## src/rtl/intr_prio_encoder_if.sv

```systemverilog
// Request/grant bundle between interrupt sources, the encoder and the control FSM.
// master drives requests, mask, priority level and ack; slave is the encoder.
interface intr_prio_encoder_if #(
    parameter int N_REQ = 8,
    parameter int IDX_W = 3
);
    logic [N_REQ-1:0] req;
    logic             mask_we;
    logic [N_REQ-1:0] mask_in;
    logic [IDX_W-1:0] cur_pl;
    logic             irq_ack;
    logic             irq_valid;
    logic [IDX_W-1:0] irq_vec;
    logic [N_REQ-1:0] pending_o;

    modport master (
        output req, mask_we, mask_in, cur_pl, irq_ack,
        input  irq_valid, irq_vec, pending_o
    );

    modport slave (
        input  req, mask_we, mask_in, cur_pl, irq_ack,
        output irq_valid, irq_vec, pending_o
    );
endinterface

```

## src/rtl/intr_prio_encoder.sv

```systemverilog
// 8-to-3 registered interrupt priority encoder with edge-latched pending bits,
// mask, priority-level filter and a valid/ack grant handshake.
module intr_prio_encoder #(
    parameter int N_REQ = 8,
    parameter int IDX_W = 3
) (
    input  logic                  clk,
    input  logic                  rst,
    intr_prio_encoder_if.slave    bus
);
    typedef enum logic {
        IDLE    = 1'b0,
        PRESENT = 1'b1
    } state_t;

    state_t           state_q, state_d;
    logic [N_REQ-1:0] req_q;
    logic [N_REQ-1:0] pending_q, pending_d;
    logic [N_REQ-1:0] mask_q, mask_d;
    logic [IDX_W-1:0] vec_q, vec_d;

    logic [N_REQ-1:0] rise;
    logic [N_REQ-1:0] elig;
    logic [N_REQ-1:0] clr;
    logic [IDX_W-1:0] hi_idx;
    logic             ack_acc;

    assign rise    = bus.req & ~req_q;
    assign ack_acc = (state_q == PRESENT) && bus.irq_ack;

    // Eligibility filter and highest-index search over pending lines
    always_comb begin
        elig   = '0;
        hi_idx = '0;
        for (int i = 0; i < N_REQ; i++) begin
            elig[i] = pending_q[i] & mask_q[i] & (IDX_W'(i) > bus.cur_pl);
        end
        for (int i = 0; i < N_REQ; i++) begin
            if (elig[i]) hi_idx = IDX_W'(i);
        end
    end

    // Pending and mask next state; a new rise beats a same-cycle ack clear
    always_comb begin
        clr = '0;
        if (ack_acc) clr[vec_q] = 1'b1;
        pending_d = (pending_q & ~clr) | rise;
        mask_d    = bus.mask_we ? bus.mask_in : mask_q;
    end

    // Grant FSM: load vector from IDLE, hold it until acked
    always_comb begin
        state_d = state_q;
        vec_d   = vec_q;
        unique case (state_q)
            IDLE: begin
                if (elig != '0) begin
                    vec_d   = hi_idx;
                    state_d = PRESENT;
                end
            end
            PRESENT: begin
                if (bus.irq_ack) state_d = IDLE;
            end
            default: state_d = IDLE;
        endcase
    end

    // State registers with synchronous reset
    always_ff @(posedge clk) begin
        if (rst) begin
            state_q   <= IDLE;
            req_q     <= '0;
            pending_q <= '0;
            mask_q    <= '1;
            vec_q     <= '0;
        end else begin
            state_q   <= state_d;
            req_q     <= bus.req;
            pending_q <= pending_d;
            mask_q    <= mask_d;
            vec_q     <= vec_d;
        end
    end

    assign bus.irq_valid = (state_q == PRESENT);
    assign bus.irq_vec   = vec_q;
    assign bus.pending_o = pending_q;
endmodule

```

## src/flat_wrapper.sv

```systemverilog
// flat-port wrapper written by rule: the top's interface ports become plain ports
module intr_prio_encoder_flat 
#(
    parameter int N_REQ = 8,
    parameter int IDX_W = 3
)
  (clk, rst, bus_req, bus_mask_we, bus_mask_in, bus_cur_pl, bus_irq_ack, bus_irq_valid, bus_irq_vec, bus_pending_o);
  intr_prio_encoder_if #(.N_REQ(N_REQ), .IDX_W(IDX_W)) bus_i ();
  input  logic clk;
  input  logic rst;
  input wire logic [$bits(bus_i.req)-1:0] bus_req;
  input wire logic [$bits(bus_i.mask_we)-1:0] bus_mask_we;
  input wire logic [$bits(bus_i.mask_in)-1:0] bus_mask_in;
  input wire logic [$bits(bus_i.cur_pl)-1:0] bus_cur_pl;
  input wire logic [$bits(bus_i.irq_ack)-1:0] bus_irq_ack;
  output wire logic [$bits(bus_i.irq_valid)-1:0] bus_irq_valid;
  output wire logic [$bits(bus_i.irq_vec)-1:0] bus_irq_vec;
  output wire logic [$bits(bus_i.pending_o)-1:0] bus_pending_o;
  assign bus_i.req = bus_req;
  assign bus_i.mask_we = bus_mask_we;
  assign bus_i.mask_in = bus_mask_in;
  assign bus_i.cur_pl = bus_cur_pl;
  assign bus_i.irq_ack = bus_irq_ack;
  assign bus_irq_valid = bus_i.irq_valid;
  assign bus_irq_vec = bus_i.irq_vec;
  assign bus_pending_o = bus_i.pending_o;
  intr_prio_encoder #(.N_REQ(N_REQ), .IDX_W(IDX_W)) u_core (.clk(clk), .rst(rst), .bus(bus_i));
endmodule
```

## config.mk

```make
export PLATFORM = sky130hd
export DESIGN_NAME = intr_prio_encoder_flat
export DESIGN_NICKNAME = d
export VERILOG_FILES = /design/src/rtl/intr_prio_encoder_if.sv /design/src/rtl/intr_prio_encoder.sv /design/src/flat_wrapper.sv
export SDC_FILE = /design/constraint.sdc
export NUM_CORES = 1
export LEC_CHECK = 0
export CORE_MARGIN = 4
export CORE_UTILIZATION = 30
export CTS_BUF_LIST = sky130_fd_sc_hd__clkbuf_4
export CTS_CLUSTER_DIAMETER = 40
export DETAILED_ROUTE_END_ITERATION = 10
export SLEW_MARGIN = 20
export SYNTH_ARGS = -nofsm -noshare
export SYNTH_HDL_FRONTEND = slang
export SYNTH_SLANG_ARGS = --single-unit
```

## constraint.sdc

```tcl
create_clock -name clk -period 1.4 [get_ports clk]
set_input_delay 0.42 -clock clk [delete_from_list [all_inputs] [get_ports clk]]
set_output_delay 0.42 -clock clk [all_outputs]
set_load 0.02 [all_outputs]
```

==> flow_metrics.py, run 1 <==
metrics = {
    "synthesis": {
        "yosys-top-cells-area": "dfxtp_1 46%, nor2b_1 8.0%, nand2b_1 5.3%",
        "yosysTopAreaCell": "dfxtp_1",
        "ys_ff_latch": 27,
        "synth_compound_area_share_pct": 26.5,
        "synth_top_area_share_pct": 46.2,
        "synth_top_family_by_area": "compound AO/OA/AOI/OAI gates",
        "syn_area_um2": 1170,
        "synth_adder_area_share_pct": 0,
        "syn_nets": 137,
        "synth_xor_area_share_pct": 0,
        "synth_cell_types": 35,
        "avgSynthCellArea_um2": 10.3,
        "synthSimpleGateAreaFrac_pct": 25.6,
        "seq_area_frac_synth_pct": 46.2,
        "synth_ff_type": "dfxtp_1",
        "async_flop_share_pct": 0,
        "ys_warn_count": 0,
        "synthCells": 114,
        "muxShareOfSynthArea_pct": 0,
        "synth_edf_count": 0,
    },
    "placed_design": {
        "placed_area_um2": 1670,
        "gp_congestion": 0.925,
        "dp.final_hpwl_um": 2150,
        "portBuffers": 33,
        "dp_cells": 207,
        "place_ws_ns": -0.618,
    },
    "sta": {
        "layout_setup_ws_ns": 0.0409,
        "relSlewSlack_pct": 81.5,
        "fin_crit_ns": 1.36,
        "setup_viol": 0,
        "timing.final.crit_share_pct": 97.1,
        "finalMaxSlewViolations": 0,
        "whs_ns": 0.481,
        "hold_viol": 0,
        "rsz0062_at_grt": "yes",
        "fin_setup_tns_ns": 0,
        "finalClockSkew_ns": 0.0116,
        "tightest_slew_ns": 0.278,
        "max_freq_mhz": 736,
    },
    "global_route": {
        "grt_overflow": 0,
        "grt_pass1_vias": 993,
        "grt_use_total_pct": 11.3,
        "grt_max_degree": 18,
        "antenna_found_initial": 0,
        "grt_pass1_wl_um": 4480,
    },
    "status": {
        "outcome": "completed",
    },
    "detailed_routing": {
        "num_vias": 996,
        "post_drt_via_cell_ratio": 4.65,
        "routed_wl_um": 2750,
        "drt_iter0_markers": 60,
        "drc_errors": 0,
        "route.antenna.remaining_nets": 0,
        "drtPass1Iterations": 4,
        "post_drt_wl_per_cell_um": 12.9,
    },
    "die": {
        "die_h_um": 70.5,
        "std_cell_rows": 22,
        "die_w_um": 70.5,
        "coreArea_um2": 3720,
        "num_io_pins": 35,
        "dieArea_um2": 4970,
        "start_util_pct": 31.5,
    },
    "clock_network": {
        "cts.sinks": 27,
        "clock_latency_ns": 0.33,
        "cts_buffer_depth": 2,
        "numCtsBuffers": 3,
        "cts_tree": "yes",
        "cts.htree.levels": 1,
        "cts_root_buf": "clkbuf_4",
        "clk_pin_slew_ns": 0.15,
    },
    "cells_and_area": {
        "final_cell_area_um2": 1700,
        "final_util_pct": 45.6,
        "drive_gt1_share_pct": 36.7,
        "area_delta_synth_final_pct": 44.8,
        "n_antenna_cell": 0,
        "fin_cells": 214,
        "n_fill_cell": 367,
        "final_cell_mix": "18 x clkdlybuf4s50_1, 18 x dfxtp_1, 17 x buf_4",
        "finalNetCount": 190,
    },
    "worst_setup_path": {
        "regToRegStartpoint": "u_core.bus.pending_o[2]$_SDFF_PP0_",
        "rr_worst_depth": 6,
        "path_class": "reg2reg",
        "worstPathRequired_ns": 1.68,
        "timing.rr.end": "u_core.bus.irq_vec[2]$_SDFFE_PP0P_",
        "rrSetupSlack_ns": 0.04,
        "cp.arrival_ns": 1.64,
        "startpoint_type": "register",
        "crit_fanout": 5,
        "critPathCaptureType": "register",
    },
    "hold_path": {
        "min_to": "u_core.bus.pending_o[1]$_SDFF_PP0_",
        "hold_path.class": "reg2reg",
        "hold_depth": 2,
        "holdCritStartpoint": "u_core.req_q[1]$_SDFF_PP0_",
    },
    "run": {
        "max-cap-violations": 0,
    },
    "power": {
        "finalPower_mw": 1.69,
        "power.density_nw_per_um2": 999,
        "cellLeakagePower_nw": 0.712,
        "vdd_drop_max_mv": 0.315,
    },
}
## repair_timing
| item | CTS | global route |
|---|---|---|
| pin swaps | 3 | 4 |
| buffers inserted | 1 | 2 |
| endpoints found under the setup margin | 16 | 13 |
| resized for setup | 54 | 14 |
| hold buffers | 0 | 0 |
## flip-flops by register name (all words and copies together), names as in the netlist
register and flops:
u_core.bus.irq_vec 3, u_core.bus.pending_o 8, u_core.bus.irq_valid 1, u_core.mask_q 7
u_core.req_q 8
## cell families after synthesis
family,count (synthesis)
buffers and inverters,4
DFF,27
and+or+nand+nor,47
AOI/OAI and AO/OA,36
## synthesized netlist by cell type, types with 2 or more instances
library cell and instances:
dfxtp_1 27, nor2b_1 15, nand2b_1 10, a21oi_1 8, a211o_1 7, o21ai_0 7, nand2_1 5, nor2_1 3
a211oi_1 2, and2_1 2, clkbuf_1 2, nand3_1 2, o31ai_1 2
## metal layers
metal  wire length (µm)  GRT usage, %
met1               1280          14.1
met2               1360          18.9
met3                 82          1.29
met4                 36          5.96
met5                  0             0
## worst max-delay path by stage
stage	from	to	slack, ns	depth (start not counted)
4_1_cts	u_core.bus.pending_o[5]$_SDFF_PP0_	bus_pending_o[5]	0.002	1
3_5_place_dp	bus_cur_pl[2]	u_core.bus.irq_vec[2]$_SDFFE_PP0P_	-0.62	6
2_1_floorplan	bus_cur_pl[1]	u_core.bus.irq_vec[1]$_SDFFE_PP0P_	0.01	5
6_report	u_core.bus.pending_o[2]$_SDFF_PP0_	u_core.bus.irq_vec[2]$_SDFFE_PP0P_	0.04	6
3_3_place_gp	bus_cur_pl[2]	u_core.bus.irq_vec[2]$_SDFFE_PP0P_	-0.55	6
5_1_grt	u_core.bus.pending_o[4]$_SDFF_PP0_	u_core.bus.irq_vec[2]$_SDFFE_PP0P_	-0.04	7
## power breakdown
part	internal (mW)	total (mW)	switching [mW]	leakage, nW
Clock	0.109	0.345	0.236	0.0139
Combinational	0.253	0.479	0.226	0.470
Sequential	0.836	0.869	0.0325	0.227
## critical path: stages (launching register included)
cell	delay (ns)
dfxtp_2	0.35
buf_4	0.13
and2_2	0.21
a22oi_4	0.18
a41oi_4	0.17
nand2b_4	0.17
a21oi_2	0.10
## layout make-up
class	instances	area [µm²]	area share, %
Multi-Input combinational cell	83	623	36.8
Clock inverter	1	7.51	0.443
Tap cell	48	60.1	3.54
Clock buffer	3	22.5	1.33
Sequential cell	27	552	32.5
Timing Repair Buffer	52	430	25.4
No activity file was read; power rests on OpenSTA's default activity.
==> run 2: changes to the inputs <==
- ABC_AREA: not set -> 1
- SLEW_MARGIN: 20 -> not set
==> run 2 against run 1 <==
  * Routed wire length shrank 9.5%
  * Maximum frequency grew 1.2%
  * Area after synthesis shrank 3.6%
==> flow_metrics.py, run 2 <==
metrics = {
    "status": {
        "outcome": "completed",
    },
    "synthesis": {
        "seq_area_frac_synth_pct": 47.9,
        "synthSimpleGateAreaFrac_pct": 35.9,
        "ys_warn_count": 0,
        "yosysTopAreaCell": "dfxtp_1",
        "avgSynthCellArea_um2": 6.92,
        "synth_xor_area_share_pct": 0,
        "muxShareOfSynthArea_pct": 0,
        "synth_common_cells": "40 x nand2_1, 36 x nor2_1, 27 x dfxtp_1, 21 x inv_1, 13 x nand3_1",
        "synth.most_common_cell": "nand2_1",
        "synth_adder_area_share_pct": 0,
        "synth_compound_area_share_pct": 7.76,
        "synth_top_family_by_area": "simple AND/OR/NAND/NOR gates",
        "synth_ff_type": "dfxtp_1",
        "synthCells": 163,
        "synth_edf_count": 0,
        "yosys-top-cells-area": "dfxtp_1 48%, nand2_1 13%, nor2_1 12%",
        "ys_ff_latch": 27,
        "syn_nets": 186,
        "synth_top_area_share_pct": 47.9,
        "async_flop_share_pct": 0,
        "syn_area_um2": 1130,
        "synth_cell_types": 18,
    },
    "worst_setup_path": {
        "worst-path-buf-inv": 1,
        "cp.arrival_ns": 0.92,
        "rr_worst_depth": 11,
        "crit_fanout": 2,
        "timing.rr.end": "u_core.bus.irq_vec[1]$_SDFFE_PP0P_",
        "path_class": "reg2out",
        "startpoint": "u_core.bus.irq_valid$_SDFF_PP0_",
        "worstPathRequired_ns": 0.98,
        "crit_family": "flip-flops",
        "crit_slowest_cell": "dfxtp_1",
        "regToRegStartpoint": "u_core.bus.pending_o[7]$_SDFF_PP0_",
        "cp_slowest_stage_delay_ns": 0.35,
        "rrSetupSlack_ns": 0.17,
        "startpoint_type": "register",
        "crit_chain": "clkdlybuf4s15_2",
        "critPathCaptureType": "output port",
    },
    "detailed_routing": {
        "post_drt_via_cell_ratio": 4.06,
        "post_drt_wl_per_cell_um": 9.48,
        "drtPass1Iterations": 4,
        "drt_iter0_markers": 37,
        "drc_errors": 0,
        "routed_wl_um": 2490,
        "num_vias": 1069,
        "route.antenna.remaining_nets": 0,
    },
    "sta": {
        "setup_viol": 0,
        "finalClockSkew_ns": 0.00953,
        "hold_viol": 0,
        "finalMaxSlewViolations": 0,
        "tightest_slew_ns": 0.334,
        "rsz0062_at_grt": "no",
        "fin_crit_ns": 1.34,
        "max_freq_mhz": 745,
        "timing.final.crit_share_pct": 95.9,
        "relSlewSlack_pct": 77.7,
    },
    "die": {
        "die_w_um": 69.3,
        "coreArea_um2": 3660,
        "num_io_pins": 35,
        "start_util_pct": 30.8,
        "die_h_um": 69.3,
        "std_cell_rows": 22,
        "dieArea_um2": 4810,
    },
    "cells_and_area": {
        "fin_cells": 263,
        "final_common_cell": "nand2_1",
        "final_util_pct": 44.9,
        "drive_gt1_share_pct": 22.8,
        "finalNetCount": 239,
        "n_antenna_cell": 0,
        "final_cell_mix": "40 x nand2_1, 36 x nor2_1, 22 x dfxtp_1",
        "area_delta_synth_final_pct": 45.6,
    },
    "placed_design": {
        "dp_cells": 259,
        "gp_congestion": 0.824,
        "portBuffers": 33,
        "dp.final_hpwl_um": 2020,
    },
    "global_route": {
        "grt_max_degree": 18,
        "grt_use_total_pct": 10.9,
        "grt_pass1_wl_um": 4290,
        "grt_pass1_vias": 950,
        "grt_overflow": 0,
        "antenna_found_initial": 0,
    },
    "hold_path": {
        "holdCritStartpoint": "u_core.mask_q[5]$_SDFFE_PP1P_",
        "min_to": "u_core.mask_q[5]$_SDFFE_PP1P_",
        "hold_path.class": "reg2reg",
        "hold_depth": 2,
    },
    "clock_network": {
        "cts_buffer_depth": 2,
        "cts.htree.levels": 1,
        "clk_pin_slew_ns": 0.14,
        "cts_tree": "yes",
        "cts_root_buf": "clkbuf_4",
        "cts.sinks": 27,
        "numCtsBuffers": 3,
        "clock_latency_ns": 0.31,
    },
    "power": {
        "vdd_drop_max_mv": 0.552,
        "cellLeakagePower_nw": 0.826,
        "power.density_nw_per_um2": 1010,
    },
    "run": {
        "max-cap-violations": 0,
    },
}
run 2: changes by cell type after synthesis, moves of 7 or more:
cell	previous run	this run
a211o_1	7	0
inv_1	0	21
nand2_1	5	40
nand2b_1	10	0
nand3_1	2	13
nor2_1	3	36
nor2b_1	15	0
run 2: how the worst max path moves through the flow:
stage                                                  to  slack (ns)  depth (start not counted)
after global placement    u_core.bus.irq_valid$_SDFF_PP0_       -0.38                         10
after detailed placement  u_core.bus.irq_valid$_SDFF_PP0_       -0.40                         10
after CTS                                  bus_irq_vec[2]        0.01                          1
after floorplan           u_core.bus.irq_valid$_SDFF_PP0_        0.19                          9
final                                       bus_irq_valid        0.06                          1
after global routing                       bus_irq_vec[2]       0.002                          1
run 2: repair_timing:
| action | in CTS | in global routing |
|---|---|---|
| endpoints found under the setup margin | 16 | 10 |
| setup buffers | 0 | 0 |
| hold buffers | 0 | 0 |
| resized for setup | 43 | 11 |
run 2: routing by layer:
layer / GRT usage (%) / wire, µm
met1: 15.3 / 1280
met2: 15.9 / 1060
met4: 1.95 / 17
met3: 4.06 / 139
met5: 0 / 0
run 2: cell type report:
type	instances	area, µm²
Fill cell	406	2020
Multi-Input combinational cell	111	493
Clock buffer	4	30.0
Inverter	21	78.8
Tap cell	48	60.1
Timing Repair Buffer	52	434
Sequential cell	27	547
run 2: where the power goes:
| group | leakage [nW] | internal (mW) | switching, mW | total [mW] |
|---|---|---|---|---|
| sequential | 0.226 | 0.835 | 0.0299 | 0.865 |
| combinational | 0.581 | 0.217 | 0.236 | 0.453 |
| clock | 0.0184 | 0.131 | 0.212 | 0.342 |
| total | 0.826 | 1.18 | 0.478 | 1.66 |
run 2: kinds of logic (layout without fill, tap and decap cells):
logic type | Yosys count | in the layout
simple gates | 97 | 97
flops | 27 | 27
buf+inv | 25 | 77
compound gates | 14 | 14
run 2: metrics by stage:
step                TNS (ns)  power, mW  hold slack [ns]  cell area [µm²]  worst slack [ns]
detailed placement     -2.72       1.37            0.452             1650            -0.396
CTS                        0       1.71            0.487             1680            0.0109
floorplan                  0       1.12            0.429             1130             0.193
global route               0       1.78            0.503             1640           0.00183
finish                     0       1.66            0.480             1640            0.0570
global placement       -2.61       1.36            0.442             1650            -0.382
==> run 3: changes to the inputs <==
- RECOVER_POWER: not set -> 100
==> run 3 against run 2 <==
  * Global-route usage stayed put
  * Cell count stayed put
  * Via count is 0.75% lower
  * Core utilization is 0.20 points lower
  * Maximum frequency hardly changed
==> flow_metrics.py, run 3 (same netlist as run 2, synthesis figures left out) <==
metrics = {
    "status": {
        "outcome": "completed",
    },
    "clock_network": {
        "cts_tree": "yes",
        "numCtsBuffers": 3,
        "cts.sinks": 27,
        "cts.htree.levels": 1,
        "cts_setup_buffers": 0,
        "hold_buffers": 0,
        "clock_latency_ns": 0.32,
        "cts_buffer_depth": 2,
        "cts_root_buf": "clkbuf_4",
        "clk_pin_slew_ns": 0.14,
    },
    "sta": {
        "timing.final.crit_share_pct": 96.0,
        "tightest_slew_ns": 0.351,
        "hold_viol": 0,
        "finalClockSkew_ns": 0.0102,
        "whs_ns": 0.481,
        "fin_crit_ns": 1.34,
        "setup_viol": 0,
        "finalMaxSlewViolations": 0,
        "rsz0062_at_grt": "no",
        "relSlewSlack_pct": 76.6,
        "max_freq_mhz": 744,
    },
    "die": {
        "num_io_pins": 35,
        "start_util_pct": 30.8,
        "die_w_um": 69.3,
        "die_h_um": 69.3,
        "coreArea_um2": 3660,
        "dieArea_um2": 4810,
        "std_cell_rows": 22,
    },
    "run": {
        "max-cap-violations": 0,
    },
    "detailed_routing": {
        "route.antenna.remaining_nets": 0,
        "post_drt_wl_per_cell_um": 9.42,
        "drc_errors": 0,
        "num_vias": 1061,
        "drt_iter0_markers": 36,
        "drtPass1Iterations": 4,
        "post_drt_via_cell_ratio": 4.03,
        "routed_wl_um": 2480,
    },
    "cells_and_area": {
        "final_cell_area_um2": 1640,
        "final_cell_mix": "42 x nand2_1, 36 x nor2_1, 22 x dfxtp_1",
        "drive_gt1_share_pct": 21.9,
        "final_util_pct": 44.7,
        "finalNetCount": 239,
        "area_delta_synth_final_pct": 44.9,
        "final_common_cell": "nand2_1",
        "n_antenna_cell": 0,
    },
    "global_route": {
        "antenna_found_initial": 0,
        "grt_pass1_wl_um": 4290,
        "grt_overflow": 0,
        "grt_pass1_vias": 950,
        "grt_max_degree": 18,
        "grt_use_total_pct": 10.9,
    },
    "power": {
        "power.density_nw_per_um2": 1010,
        "cellLeakagePower_nw": 0.823,
        "vdd_drop_max_mv": 0.553,
    },
    "worst_setup_path": {
        "crit_chain": "clkdlybuf4s15_2",
        "crit_slowest_cell": "dfxtp_1",
        "startpoint_type": "register",
        "crit_fanout": 2,
        "critPathCaptureType": "output port",
        "crit_family": "flip-flops",
        "worstPathRequired_ns": 0.98,
        "cp.arrival_ns": 0.92,
        "worst-path-buf-inv": 1,
        "path_class": "reg2out",
        "cp_slowest_stage_delay_ns": 0.35,
    },
    "placed_design": {
        "dp.final_hpwl_um": 2020,
        "portBuffers": 33,
        "placed_area_um2": 1650,
        "gp_congestion": 0.824,
    },
    "hold_path": {
        "hold_path.class": "reg2reg",
    },
}
==> run 3: metrics by stage <==
step	TNS, ns	std cells	setup WS [ns]	total power [mW]
floorplan	0	163	0.193	1.12
global placement	-2.61	259	-0.382	1.36
detailed placement	-2.72	259	-0.396	1.37
CTS	0	263	0.0109	1.71
global route	0	263	0.00183	1.77
finish	0	263	0.0558	1.66
==> run 3: routing by layer <==
layer | share of wire [%] | global-route usage [%] | up-vias
met4 | 0.56 | 1.95 | 0
met5 | 0 | 0 | -
met1 | 53 | 15.3 | 436
met2 | 41 | 15.9 | 19
met3 | 5.1 | 4.06 | 2
li1 | - | - | 604
==> run 3: timing repair <==
item / CTS / global route
gates cloned: 0 / 0
gates resized for setup: 43 / 11
endpoints found under the setup margin: 16 / 10
==> run 3: area by class of cell <==
class	instances	area, µm²
clock buffers	4	30.0
fillers	408	2030
inverters	21	78.8
multi-input cells	111	488
flip-flops and latches	27	547
well taps	48	60.1
repair buffers	52	432
==> run 3: worst paths after layout <==
path                                      start                                 end  slack, ns  cells after the start
max             u_core.bus.irq_valid$_SDFF_PP0_                       bus_irq_valid       0.06                      1
min               u_core.mask_q[5]$_SDFFE_PP1P_       u_core.mask_q[5]$_SDFFE_PP1P_       0.48                      2
max reg2reg  u_core.bus.pending_o[7]$_SDFF_PP0_  u_core.bus.irq_vec[1]$_SDFFE_PP0P_       0.13                     11
min reg2reg       u_core.mask_q[5]$_SDFFE_PP1P_       u_core.mask_q[5]$_SDFFE_PP1P_       0.48                      2
==> run 3: power breakdown <==
group / internal, mW / switching [mW]
logic: 0.213 / 0.234
registers: 0.835 / 0.0310
clock network: 0.131 / 0.214
total: 1.18 / 0.478
